$ cat src/rtl/packer_pkg.sv
// Shared defaults and helpers for the UART word packer.
package packer_pkg;

    localparam int unsigned PK_IN_W    = 8;
    localparam int unsigned PK_WORDS   = 5;
    localparam int unsigned PK_TIMEOUT = 1000;

    // Beat-counter width for a word of `words` beats; never narrower than 1 bit.
    function automatic int unsigned pk_cnt_w(input int unsigned words);
        return (words < 2) ? 1 : $clog2(words);
    endfunction

endpackage

$ cat src/rtl/packer_idle_timer.sv
// Idle timer: counts cycles while start is high; expire pulses for one cycle
// once TIMEOUT idle cycles have been counted.
module packer_idle_timer
    import packer_pkg::*;
#(
    parameter int unsigned TIMEOUT = PK_TIMEOUT
) (
    input  logic clk,
    input  logic rst_n,
    input  logic start,
    input  logic clear,
    output logic expire
);

    localparam int unsigned TW = $clog2(TIMEOUT + 1);

    logic [TW-1:0] count;

    always_ff @(posedge clk or negedge rst_n) begin
        if (!rst_n) begin
            count <= '0;
        end else if (clear || expire) begin
            count <= '0;
        end else if (start) begin
            count <= count + TW'(1);
        end
    end

    assign expire = (count == TW'(TIMEOUT));

endmodule

$ cat src/rtl/uart_word_packer.sv
// Packs WORDS beats of IN_W bits into one word with valid/ready output.
// Optional idle-timeout flush of partial words: define PACKER_TIMEOUT_EN.
module uart_word_packer
    import packer_pkg::*;
#(
    parameter int unsigned IN_W      = PK_IN_W,
    parameter int unsigned WORDS     = PK_WORDS,
    parameter bit          MSB_FIRST = 1'b1,
    parameter int unsigned TIMEOUT   = PK_TIMEOUT
) (
    input  logic                  clk,
    input  logic                  rst_n,
    input  logic [IN_W-1:0]       in_data,
    input  logic                  in_valid,
    input  logic                  sync_clr,
    output logic [IN_W*WORDS-1:0] out_data,
    output logic                  out_valid,
    input  logic                  out_ready,
    output logic                  overflow,
    output logic                  frame_err
);

    localparam int unsigned CW = pk_cnt_w(WORDS);
    localparam int unsigned AW = IN_W * (WORDS - 1);
    localparam logic [CW-1:0] LAST = CW'(WORDS - 1);

    logic [CW-1:0]         cnt;
    logic [AW-1:0]         acc;
    logic [AW-1:0]         acc_next;
    logic [AW-1:0]         acc_first;
    logic [IN_W*WORDS-1:0] word;
    logic                  expire;

    // MSB-first shifts beats up from the bottom; LSB-first shifts down from the top.
    always_comb begin
        if (MSB_FIRST) begin
            acc_next  = (acc << IN_W) | AW'(in_data);
            acc_first = AW'(in_data);
            word      = {acc, in_data};
        end else begin
            acc_next  = (acc >> IN_W) | (AW'(in_data) << (AW - IN_W));
            acc_first = AW'(in_data) << (AW - IN_W);
            word      = {in_data, acc};
        end
    end

`ifdef PACKER_TIMEOUT_EN
    logic idle_start;
    logic idle_clear;

    assign idle_start = (cnt != '0) && !in_valid;
    assign idle_clear = in_valid || sync_clr || (cnt == '0);

    packer_idle_timer #(
        .TIMEOUT (TIMEOUT)
    ) u_idle_timer (
        .clk    (clk),
        .rst_n  (rst_n),
        .start  (idle_start),
        .clear  (idle_clear),
        .expire (expire)
    );
`else
    assign expire = 1'b0;
`endif

    always_ff @(posedge clk or negedge rst_n) begin
        if (!rst_n) begin
            cnt       <= '0;
            acc       <= '0;
            out_data  <= '0;
            out_valid <= 1'b0;
            overflow  <= 1'b0;
            frame_err <= 1'b0;
        end else begin
            overflow  <= 1'b0;
            frame_err <= 1'b0;
            if (out_valid && out_ready) begin
                out_valid <= 1'b0;
            end
            // sync_clr and timeout flush act identically; either restarts at beat 0.
            if (sync_clr || expire) begin
                if (cnt != '0) begin
                    frame_err <= 1'b1;
                end
                if (in_valid) begin
                    acc <= acc_first;
                    cnt <= CW'(1);
                end else begin
                    cnt <= '0;
                end
            end else if (in_valid) begin
                if (cnt == LAST) begin
                    cnt <= '0;
                    if (!out_valid || out_ready) begin
                        out_data  <= word;
                        out_valid <= 1'b1;
                    end else begin
                        overflow <= 1'b1;
                    end
                end else begin
                    acc <= acc_next;
                    cnt <= cnt + CW'(1);
                end
            end
        end
    end

endmodule

$ cat config.mk
export PLATFORM = sky130hd
export DESIGN_NAME = uart_word_packer
export DESIGN_NICKNAME = d
export VERILOG_FILES = /design/src/rtl/packer_pkg.sv /design/src/rtl/packer_idle_timer.sv /design/src/rtl/uart_word_packer.sv
export SDC_FILE = /design/constraint.sdc
export NUM_CORES = 1
export LEC_CHECK = 0
export ABC_AREA = 1
export BUFFER_PORTS_ARGS = -buffer_cell sky130_fd_sc_hd__buf_2
export CORE_ASPECT_RATIO = 1.2
export CORE_UTILIZATION = 40
export CTS_CLUSTER_SIZE = 40
export DETAILED_ROUTE_END_ITERATION = 6
export MAX_ROUTING_LAYER = met4
export PLACE_DENSITY = 0.71
export SLEW_MARGIN = 40
export SYNTH_ARGS = -nofsm -noshare
export SYNTH_HDL_FRONTEND = slang
export SYNTH_SLANG_ARGS = --single-unit
$ cat constraint.sdc
create_clock -name clk -period 1.3 [get_ports clk]
set_input_delay 0.26 -clock clk [delete_from_list [all_inputs] [get_ports clk]]
set_output_delay 0.26 -clock clk [all_outputs]
set_load 0.1 [all_outputs]
# Word-level counts from Yosys, hierarchy flattened
# Cells that the tools add are included.
[totals]
reg_bits = 78
latch_bits = 0
ram_bits = 0
romBits = 0
input_bits = 13
output_inout_bits = 43
elab_cells = 37
n_memories = 0
[classes]
add_sub_neg = 1
multipliers = 0
div_mod_pow = 0
magnitude_cmp = 0
n_eq_ne = 2
shifts = 0
n_mux = 19
bitwise_logic = 2
reduce_logical = 7
[op_table]
columns = ["operator", "n"]
rows = [
  ["$mux W32", 4],
  ["$or A32 B8 Y32", 1],
  ["$mux W1", 12],
  ["$mux W3", 3],
  ["$reduce_and A4 Y1", 1],
  ["$add A3 B1 Y3 const B", 1],
  ["$eq A3 B3 Y1 const B", 1],
  ["$reduce_bool A3 Y1", 1],
  ["$ne A2 B2 Y1 const B", 1],
  ["$reduce_and A2 Y1", 1],
  ["$reduce_bool A2 Y1", 1],
  ["$logic_and A1 B1 Y1", 1],
  ["$logic_not A1 Y1", 1],
  ["$logic_or A1 B1 Y1", 1],
  ["$not A1 Y1", 1],
]

# Longest topological paths before layout
# Gate-level depths: netlist of run 1.
[depth]
ltp_word = 6
ltp_mapped = 8
ltp_nobuf = 7

# Worst setup path after synthesis of run 1
# OpenSTA, ideal clock, no wires.
[synth_path]
path_type = "register to register"
from = "reg out_valid"
to = "reg out_data[4]"
setup_time_ns = 0.067
arrival_ns = 1.562
required_time_ns = 1.233
setup_slack_ns = -0.329
stages_incl_launch_ff = 6
path_buffers = 1
synth_period_minus_slack_ns = 1.629
path_cell_list = "dfrtp_1 nand2_2 nand3_4 buf_6 nand2_1 nand2_1"
[synth_via]
elab_chain_len = 3
[synth_rtl]
columns = ["item", "line", "source"]
rows = [
  ["from (decl)", "uart_word_packer.sv:17", "output logic out_valid,"],
  ["from (signal assigned)", "uart_word_packer.sv:72", "out_valid <= 1'b0;"],
  ["from (signal assigned)", "uart_word_packer.sv:79", "out_valid <= 1'b0;"],
  ["from (signal assigned)", "uart_word_packer.sv:97", "out_valid <= 1'b1;"],
  ["$logic_not A1 Y1", "uart_word_packer.sv:95", "if (!out_valid || out_ready) begin"],
  ["$logic_or A1 B1 Y1", "uart_word_packer.sv:95", ""],
  ["$reduce_and A4 Y1 (no line)", "--", ""],
  ["to (signal assigned)", "uart_word_packer.sv:96", "out_data <= word;"],
  ["to (decl)", "uart_word_packer.sv:16", "output logic [IN_W*WORDS-1:0] out_data,"],
]
# Every way passes these cells.
# A chain may end at the register's enable or synchronous reset.

# Final worst setup path of run 1
[layout_path]
from = "reg cnt[1]"
to = "reg acc[6]"
[layout_via]
elab_chain_len = 3
[layout_rtl]
columns = ["item", "line", "source"]
rows = [
  ["from (decl)", "uart_word_packer.sv:27", "logic [CW-1:0] cnt;"],
  ["from (signal assigned)", "uart_word_packer.sv:103", "cnt <= cnt + CW'(1);"],
  ["$eq A3 B3 Y1", "uart_word_packer.sv:93", "if (cnt == LAST) begin"],
  ["$ne A2 B2 Y1 (no line)", "--", ""],
  ["$reduce_and A2 Y1 (no line)", "--", ""],
  ["to (signal assigned)", "uart_word_packer.sv:87", "acc <= acc_first;"],
  ["to (signal assigned)", "uart_word_packer.sv:102", "acc <= acc_next;"],
  ["to (decl)", "uart_word_packer.sv:28", "logic [AW-1:0] acc;"],
]
# Every way passes these cells.

==> results.md, run 1 <==
- CP max stage delay: 370 ps
- Critical path arrival: 1560 ps
- Slew Limit Fails: 0
- WHS: 160 ps
- Final period util: 1.02
- PD cells: about 1300 nW/um^2
- Synth area leaders: dfrtp_1, nand2_1, nand3_1, buf_6, nand3_4
- CTS tree: yes
- Core Rows: 35
- Failing checks: setup timing
- Buf/Inv on CP: 3
- Final setup viols: 25
- Number of global-route vias before repair: 2412
- Slew margin rel.: 0.753
- Latest clock arrival within the worst-skew pair: roughly 350 ps
- Final Hold Fails: 0
- Area grow syn2layout: 43.6%
- DIE HEIGHT: 100 um
- Die ar.: between 8000 and 9000 um^2
- DR DRC count: 0
- Clock slew at reported path FFs: 80 ps
- Cell variety after synth: 17
- Synth area leader: dfrtp_1
- Die Wd: between 80 and 90 um
- Total grt overflow: 0
- ANT cells: 0
- Crit-path leading delay family: flip-flops
- Final Skew: 7.44 ps
- Synth top area share: 0.609
- Setup ws final: -24.5 ps
- Clock root buffer: clkbuf_8
- Cells after Synth: ~340
- Syn Std Cell Area: 3210 um^2
- Slowest CP cell: dfrtp_1
- Synthesis Warnings: 0
- Vias/cell: roughly 4.9
- Crit path capture type: register
- CP Launch Type: register
- Crit path top cell by count: nand2_1
- Total power: 0.00621 W
- Worst vdd ir: 1.08 mV
- Post-Syn Nets: ~360
- DP Wirelength: between 4000 and 5000 um
- Hold Path Class: in -> reg
- Avg Inst Size Synth: 9.32 um^2
- WL per Instance: approximately 14 um
- Max cap viols: 0
- Leakage: 2.41 nW
- Status: complete, but fails checks
- Crit path cell chain: inv_2, ha_4, buf_4, nand3_4, buf_12, nand2_8, nand2_1, nand2_1
- I/O pin count: 56
- Maximum clock insertion buffer count: 2
- Largest net degree at the start of global routing: 71
- Clock Sink Count: 78
- Yosys reg bits: a little under 80
- Drt first pass iters: 4
- Worst-margin pin slew: about 370 ps
- Fillers: 630
- Worst Path Required: roughly 1500 ps
- Max Fanout on Critical Path: 8
- H-tree levels: 3
- I/O Buffers: between 50 and 60
- Fmax achieved: 0.755 GHz
- TritonCTS Buffers: 9
- Post-place setup slack: -115 ps
- Share of layout cells above drive strength 1: 0.270
- GP Congestion: 0.777
- Gr usage total: 0.176
- Starting DRT DRC Count: 190
- Most common cell after layout, fill and taps aside: nand2_1
- Sequential area share after synthesis: 0.609
- Post-layout minimum cycle time: 1320 ps
- RSZ-0062 raised after global routing: yes
- DRT antenna net count: 0
- First-pass GRT wire length: 11200 um
- CORE AREA: 7710 um^2
- Routed vias: about 2500
- CP Class: reg -> reg
- Fin nets: 430
- Most frequent cells in the layout: nand2_1, dfrtp_1, buf_12, nand3_1
- Post-detailed-routing wire length: 6960 um
- Initial Utilization: 0.416
- Antenna violations before repair: 0
==> cells by family (layout without fill, tap and decap cells) <==
family,count (synthesis),after routing,synth area share
DFF,78,78,0.609
and+or+nand+nor,234,237,0.315
buffers and inverters,26,98,0.0605
AOI/OAI and AO/OA,3,3,0.00468
adders and majority gates,2,2,0.00781
xor gates and xnor gates,1,1,0.00273
==> per-stage QoR <==
step	TNS, ps	std cells	instance area [um^2]	util
final	-198	511	4600	0.597
after global routing	-3320	511	4600	0.597
after CTS	-75.4	502	4470	0.580
after detailed placement	-3160	485	4260	0.553
after global placement	-1040	485	4260	0.553
after floorplan	0	344	3220	-
==> metal layers <==
layer | track usage | wire (um) | vias to the layer above
met5 | - | 0 | -
met4 | 0.0652 | 102 | 0
met3 | 0.0428 | 292 | 8
met2 | 0.293 | 3620 | 66
met1 | 0.209 | 2950 | 1225
li1 | - | - | 1224
==> worst paths after layout <==
path,from,to,slack [ps],depth (start not counted)
max reg2reg,cnt[1]$_DFFE_PN0P_,acc[6]$_DFFE_PN0P_,-20,8
min in group asynchronous,rst_n,overflow$_DFF_PN0_,280,2
max in group asynchronous,rst_n,acc[2]$_DFFE_PN0P_,430,3
min reg2reg,acc[31]$_DFFE_PN0P_,acc[31]$_DFFE_PN0P_,480,2
min,in_data[5],acc[5]$_DFFE_PN0P_,160,3
max,cnt[1]$_DFFE_PN0P_,acc[6]$_DFFE_PN0P_,-20,8
==> synth_stat cells <==
| cell | instances |
|---|---|
| nand2_1 | 171 |
| nor2_4 | 2 |
| nand3_1 | 50 |
| nand2_4 | 2 |
| a21oi_1 | 1 |
| inv_1 | 6 |
| inv_2 | 2 |
| buf_4 | 2 |
| dfrtp_1 | 78 |
| nand3_4 | 2 |
| ha_1 | 2 |
| nor2_1 | 2 |
| xor2_1 | 1 |
| buf_2 | 5 |
| buf_6 | 11 |
| o21ai_0 | 2 |
| nand2_2 | 5 |
==> tightest hold or removal path: cells and delay by family <==
kind,cells,cell delay [ps]
AND/OR/NAND/NOR,2,130
buffers and inverters,1,90
==> final cells by class <==
cell class                      count  area [um^2]  area share
Multi-Input combinational cell    243         1140       0.249
Tap cell                           92          115      0.0250
Clock inverter                      3         18.8     0.00408
Timing Repair Buffer               75         1180       0.256
Inverter                            8         35.0     0.00761
Clock buffer                       12          155      0.0337
Sequential cell                    78         1960       0.425
==> what timing repair did <==
| action | in CTS | in global routing |
|---|---|---|
| pin swaps | 1 | 2 |
| hold endpoints to repair | 8 | 0 |
| gates cloned | 1 | 2 |
| buffers inserted | 0 | 7 |
| endpoints found under the setup margin | 73 | 74 |
| hold buffers | 1 | 0 |
| gates resized for setup | 7 | 7 |
==> sequential cells by signal (all words and copies together), names as in the netlist <==
register / count
acc: 32
out_valid: 1
frame_err: 1
out_data: 40
overflow: 1
cnt: 3
==> power breakdown <==
group | switching, W | internal [W] | total [W]
sequential | 0.000203 | 0.00262 | 0.00282
clock | 0.000838 | 0.000788 | 0.00163
combinational | 0.00115 | 0.000609 | 0.00176
total | 0.00219 | 0.00402 | 0.00621
Power figures use the tool's default switching activity.
==> run 2, diff against run 1 <==
Settings changed: ABC_AREA 1 to default.
==> results.md, run 2 <==
- Top Registers: out_data (40), acc (32), cnt (3)
- Max cap viols: 0 (unchanged)
- Simple-Gate Fraction of Synth Area: 0.0279 (-0.287)
- Util after Layout: 0.650 (+0.0528)
- Final setup viols: 75 (+200%)
- Clock Sink Count: 78 (unchanged)
- Routed vias: 1825 (-28%)
- Compound-cell area share of the yosys netlist: 0.0799 (+0.0752)
- I/O Buffers: 55 (unchanged)
- P_int: 0.00440 W (+9.4%)
- Commonest register cell after synthesis: dfrtp_1
- Status: complete, but fails checks
- Largest Register: out_data
- DP Wirelength: 3910 um (-12%)
- Area grow syn2layout: 57.9%
- Latest clock arrival within the worst-skew pair: 340 ps (about the same)
- Slew margin rel.: 0.794 (+0.0412)
- Post-layout minimum cycle time: 1660 ps (+334 ps)
- Starting DRT DRC Count: 117 (-38%)
- Clock network fraction of total power: 0.313 (+0.051)
- Critical path arrival: 1890 ps (+330 ps)
- Maximum clock insertion buffer count: 2 (unchanged)
- Post-detailed-routing wire length: 6270 um (-9.9%)
- Gr usage total: 0.185 (+0.00839)
- Synth area leaders: dfrtp_1, mux2_2, a22o_1, mux2_1, buf_6
- Most common cell after layout, fill and taps aside: dfrtp_1
- Post-synthesis xor/xnor area fraction: 0 (-0.00273)
- Final period util: 1.28 (+0.257)
- Count leader, synth: dfrtp_1
- Post-synthesis mux area share: 0.189 (+0.189)
- DIE HEIGHT: 96.2 um (-3.8%)
- Worst-margin pin slew: 309 ps (-61.7 ps)
- Share of layout cells above drive strength 1: 0.566 (+0.296)
- Core Rows: 34 (-2.9%)
- Yosys reg bits: 78 (unchanged)
- Worst vdd ir: 1.20 mV (+12%)
- Die ar.: 7750 um^2 (-7.5%)
- Logic gate share of total power: 0.249 (-0.035)
- Setup ws final: -358 ps (-334 ps)
- Post-synth ARST share: 1.00 (unchanged)
- Largest family of logic cells by synthesized area: multiplexers
- Sw frac: 0.310 (-0.0431)
- ANT cells: 0 (unchanged)
- Largest net degree at the start of global routing: 25 (-65%)
- Initial Utilization: 0.412 (-0.00414)
- Hold Path Class: in -> reg
- Slew Limit Fails: 0 (unchanged)
- Sequential area share after synthesis: 0.659 (+0.0504)
- Synthesis Warnings: 0 (unchanged)
- Vias/cell: 5.04 (+2.1%)
- CORE AREA: 7190 um^2 (-6.7%)
- First-pass GRT wire length: 10100 um (-10%)
- Final Hold Fails: 0 (unchanged)
- Sum Neg Setup Slack: -21210 ps (-21010 ps)
- Post-Syn Nets: 198 (-45%)
- Avg Inst Size Synth: 16.2 um^2 (+74%)
- Clock slew at reported path FFs: 80 ps (about the same)
- Syn Std Cell Area: 2960 um^2 (-7.7%)
- Drt first pass iters: 4 (unchanged)
- WL per Instance: 17.3 um (+27%)
- Clock root buffer: clkbuf_8
- PD cells: 1360 nW/um^2 (+1.1%)
- Cell variety after synth: 22 (+5)
- Adder-Cell Fraction of Synth Area: 0.00845 (+0.000647)
- TritonCTS Buffers: 9 (unchanged)
- CTS tree: yes
- Top cells by count, synth: dfrtp_1, mux2_2, a22o_1
- Synth top area share: 0.659 (+0.0504)
- CP Launch Type: register
- Crit path capture type: register
- RSZ-0062 raised after global routing: yes
- Fmax achieved: 0.603 GHz (-20%)
- Cells after Synth: 183 (-47%)
- Largest register FFs: 40 (unchanged)
- DRT antenna net count: 0 (unchanged)
- GP Congestion: 0.690 (-11%)
- Antenna violations before repair: 0 (unchanged)
- Failing checks: setup timing
- Sw power: 0.00198 W (-9.9%)
- Worst Path Required: 1530 ps (about the same)
- Final Skew: 10.8 ps (+3.39 ps)
- Synth area leader: dfrtp_1
- Leakage: 2.24 nW (-7.1%)
- WHS: 154 ps (-5.69 ps)
- H-tree levels: 3 (unchanged)
- Die Wd: 80.5 um (-3.8%)
- CP Class: reg -> reg
- Fin nets: 282 (-34%)
- Sequential share of power: 0.439 (-0.016)
- Number of global-route vias before repair: 1919 (-20%)
- I/O pin count: 56 (unchanged)
- Post-synth EDFFs: 0 (unchanged)
- DR DRC count: 0 (unchanged)
- Max Fanout on Critical Path: 6 (-2)
- Total grt overflow: 0 (unchanged)
- Most frequent cells in the layout: dfrtp_1, buf_12, mux2_4, a22o_1, mux2_2
[run 2: area by class of cell]
| cell class | instances | area, um^2 |
|---|---|---|
| inverters | 3 | 11.3 |
| clock inverters | 5 | 82.6 |
| well taps | 90 | 113 |
| flip-flops and latches | 78 | 1960 |
| fillers | 496 | 2510 |
| multi-input cells | 91 | 1070 |
| clock buffers | 11 | 141 |
| repair buffers | 84 | 1300 |
[run 2: final timing paths]
path                                      from                       to  slack, ps  cells past startpoint
setup reg to reg            cnt[0]$_DFFE_PN0P_       acc[1]$_DFFE_PN0P_       -360                      7
setup / recovery            cnt[0]$_DFFE_PN0P_       acc[1]$_DFFE_PN0P_       -360                      7
min in group asynchronous                rst_n      acc[30]$_DFFE_PN0P_        350                      2
max in group asynchronous                rst_n      out_valid$_DFF_PN0_        450                      3
hold reg to reg            acc[30]$_DFFE_PN0P_      acc[30]$_DFFE_PN0P_        510                      1
hold / removal                      in_data[4]  out_data[4]$_DFFE_PN0P_        150                      2
[run 2: timing repair]
action / in CTS / in global routing
hold buffers: 1 / 0
pin swaps: 0 / 6
endpoints found under the hold margin: 18 / 0
setup buffers: 7 / 1
gates cloned: 2 / 2
resized for setup: 23 / 17
endpoints found under the setup margin: 73 / 75
[run 2: metal layers]
layer  vias up  wire, um  GRT usage
li1        820         -          -
met1       951      2660      0.229
met2        42      3320      0.287
met3        12       143     0.0284
met4         0       144      0.107
met5         -         0          -
[run 2: worst max-delay path, cell delays in order (launching register included)]
cell and delay, ps:
dfrtp_1 400, inv_2 80, ha_4 140, buf_4 120, nand2_2 80, o21ai_4 230, clkbuf_16 200, mux2_4 290
[run 2: cell families (layout without fill, tap and decap cells)]
family	count (synthesis)	in the layout
flip-flops	78	78
adder cells (fa/ha/maj)	2	2
AO/OA/AOI/OAI	28	28
multiplexers	50	50
buffers and inverters	14	103
AND/OR/NAND/NOR	11	11
[run 2: stage by stage]
step                setup slack (ps)  std cells  area (um^2)  power, W
floorplan                       -228        183         3030   0.00369
detailed placement              -327        334         4160   0.00433
global route                    -413        362         4670   0.00662
finish                          -358        362         4670   0.00637
CTS                             -339        360         4580   0.00638
global placement                -274        334         4160   0.00430
[run 2: power groups by stage]
stage                     registers, W  logic [W]  clock network [W]
final                          0.00279    0.00159            0.00199
after global routing           0.00282    0.00165            0.00216
after CTS                      0.00279    0.00155            0.00204
after detailed placement       0.00283    0.00150                  0
after global placement         0.00283    0.00148                  0
after floorplan                0.00344   0.000256                  0
==> run 3, diff against run 2 <==
Settings changed: CTS_BUF_LIST from default to sky130_fd_sc_hd__clkbuf_16.
==> results.md, run 3 (same netlist as run 2, synthesis figures left out) <==
- I/O Buffers: 55 (unchanged)
- Area grow syn2layout: 62.0%
- Latest clock arrival within the worst-skew pair: 330 ps (about the same)
- Routed vias: 1836 (+0.60%)
- Most common cell after layout, fill and taps aside: dfrtp_1
- WHS: 182 ps (+27.6 ps)
- Reg2Reg Launch Point: cnt[1]$_DFFE_PN0P_
- Post-layout minimum cycle time: 1620 ps (-35.3 ps)
- Final setup viols: 74 (-1.3%)
- Sum Neg Setup Slack: -19370 ps (+1840 ps)
- Initial Utilization: 0.412 (unchanged)
- Total grt overflow: 0 (unchanged)
- DP Wirelength: 3910 um (unchanged)
- Die Wd: 80.5 um (unchanged)
- Leakage: 2.28 nW (+1.6%)
- Final Skew: 8.41 ps (-2.42 ps)
- Fillers: 479 (-3.4%)
- Starting DRT DRC Count: 64 (-45%)
- Final period util: 1.25 (-0.0271)
- Non-Filler Instances: 361 (-0.28%)
- Maximum clock insertion buffer count: 2 (unchanged)
- Slowest CP cell: dfrtp_1
- Clock root buffer: clkbuf_16
- Failing checks: setup timing
- I/O pin count: 56 (unchanged)
- Drt first pass iters: 4 (unchanged)
- Status: complete, but fails checks
- Crit path capture type: register
- Post-detailed-routing wire length: 6480 um (+3.3%)
- Sequential share of power: 0.401 (-0.038)
- Share of layout cells above drive strength 1: 0.572 (+0.00578)
- Crit path cell chain: inv_2, ha_4, nand4b_4, nor2b_4, buf_6, buf_12, mux2_2
- Largest register FFs: 40 (unchanged)
- Total power: 0.00699 W (+9.6%)
- Gr usage total: 0.184 (-0.000976)
- Critical path arrival: 1830 ps (-60 ps)
- Worst-margin pin slew: 324 ps (+14.7 ps)
- Placed Cells: 334 (unchanged)
- RSZ-0062 raised after global routing: yes
- CP Launch Type: register
- ANT cells: 0 (unchanged)
- CP max stage delay: 390 ps (about the same)
- Util after Layout: 0.667 (+0.0167)
- Slew margin rel.: 0.784 (-0.00980)
- CORE AREA: 7190 um^2 (unchanged)
- Largest net degree at the start of global routing: 25 (unchanged)
- DRT antenna net count: 0 (unchanged)
- Logic gate share of total power: 0.226 (-0.023)
- Core Rows: 34 (unchanged)
- Fmax achieved: 0.616 GHz (+2.2%)
- Hold Path Class: in -> reg
- Worst vdd ir: 0.992 mV (-17%)
- Top Registers: out_data (40), acc (32), cnt (3)
- Largest Register: out_data
- Sw power: 0.00206 W (+4.1%)
- DR DRC count: 0 (unchanged)
- Final Hold Fails: 0 (unchanged)
- Clock network fraction of total power: 0.373 (+0.060)
- TritonCTS Buffers: 9 (unchanged)
- Vias/cell: 5.09 (+0.88%)
- Setup ws final: -323 ps (+35.3 ps)
- PD cells: 1460 nW/um^2 (+6.9%)
- P_int: 0.00493 W (+12%)
- H-tree levels: 3 (unchanged)
- Fin nets: 281 (-0.35%)
- DIE HEIGHT: 96.2 um (unchanged)
- Clock slew at reported path FFs: 60 ps (-20 ps)
- R2R Setup Slk: -320 ps (+40 ps)
- Clock Sink Count: 78 (unchanged)
- WL per Instance: 18.0 um (+3.6%)
- Sw frac: 0.294 (-0.0156)
- Antenna violations before repair: 0 (unchanged)
- GP Congestion: 0.690 (unchanged)
- Worst Path Required: 1510 ps (-20 ps)
- Max Fanout on Critical Path: 7 (+1)
- CTS tree: yes
- Most frequent cells in the layout: dfrtp_1, buf_12, mux2_4, a22o_1, buf_4
- First-pass GRT wire length: 10000 um (-0.14%)
- Number of global-route vias before repair: 1929 (+0.52%)
- CP startpoint: cnt[1]$_DFFE_PN0P_
- Max cap viols: 0 (unchanged)
- CP Class: reg -> reg
- HP Start: in_data[0]
- Die ar.: 7750 um^2 (unchanged)
- Slew Limit Fails: 0 (unchanged)
[run 3: cell count changes in the layout (fill, tap and decap cells not counted), moves of 4 or more]
cell	change
clkbuf_16	+9
clkbuf_8	-10
mux2_1	-4
mux2_2	-7
mux2_4	+11
[run 3: power groups by stage]
stage	logic [W]	registers, W	clock network [W]
floorplan	0.000256	0.00344	0
global placement	0.00148	0.00283	0
detailed placement	0.00150	0.00283	0
CTS	0.00154	0.00280	0.00264
global route	0.00164	0.00282	0.00277
finish	0.00158	0.00280	0.00261
[run 3: stage by stage]
stage / setup slack (ps) / cell area (um^2)
after floorplan: -228 / 3030
after global placement: -274 / 4160
after detailed placement: -327 / 4160
after CTS: -326 / 4650
after global routing: -380 / 4790
final: -323 / 4790
[run 3: final timing paths]
check | to | cells past startpoint
max | out_data[34]$_DFFE_PN0P_ | 7
min | out_data[0]$_DFFE_PN0P_ | 2
max reg2reg | out_data[34]$_DFFE_PN0P_ | 7
min reg2reg | acc[30]$_DFFE_PN0P_ | 1
max in group asynchronous | out_valid$_DFF_PN0_ | 3
min in group asynchronous | out_data[38]$_DFFE_PN0P_ | 2
[run 3: what timing repair did]
action	CTS	global route
cloned	2	2
gates resized for setup	19	27
pin swaps	1	3
setup buffers	6	0
hold endpoints to repair	18	0
setup endpoints to repair	73	75
hold buffers	1	0
[run 3: layer usage]
layer / global-route usage / part of all wire / up-vias
li1: - / - / 821
met1: 0.237 / 0.44 / 967
met2: 0.280 / 0.52 / 39
met3: 0.0341 / 0.023 / 9
met4: 0.0878 / 0.017 / 0
met5: - / 0 / -
[run 3: layout make-up]
cell class	instances	area [um^2]	area share
clock inverter	7	90.1	0.0188
multi-input combinational	91	1090	0.228
inverter	3	11.3	0.00235
clock buffer	9	225	0.0470
timing repair buffer	83	1310	0.272
sequential	78	1960	0.408
tap	90	113	0.0235
[run 3: worst max-delay path, delay by kind of cell (launching register included)]
kind          cells  cell delay (ps)
buf+inv           3              340
flops             1              390
simple gates      2              300
fa+ha+maj         1              150
mux               1              330
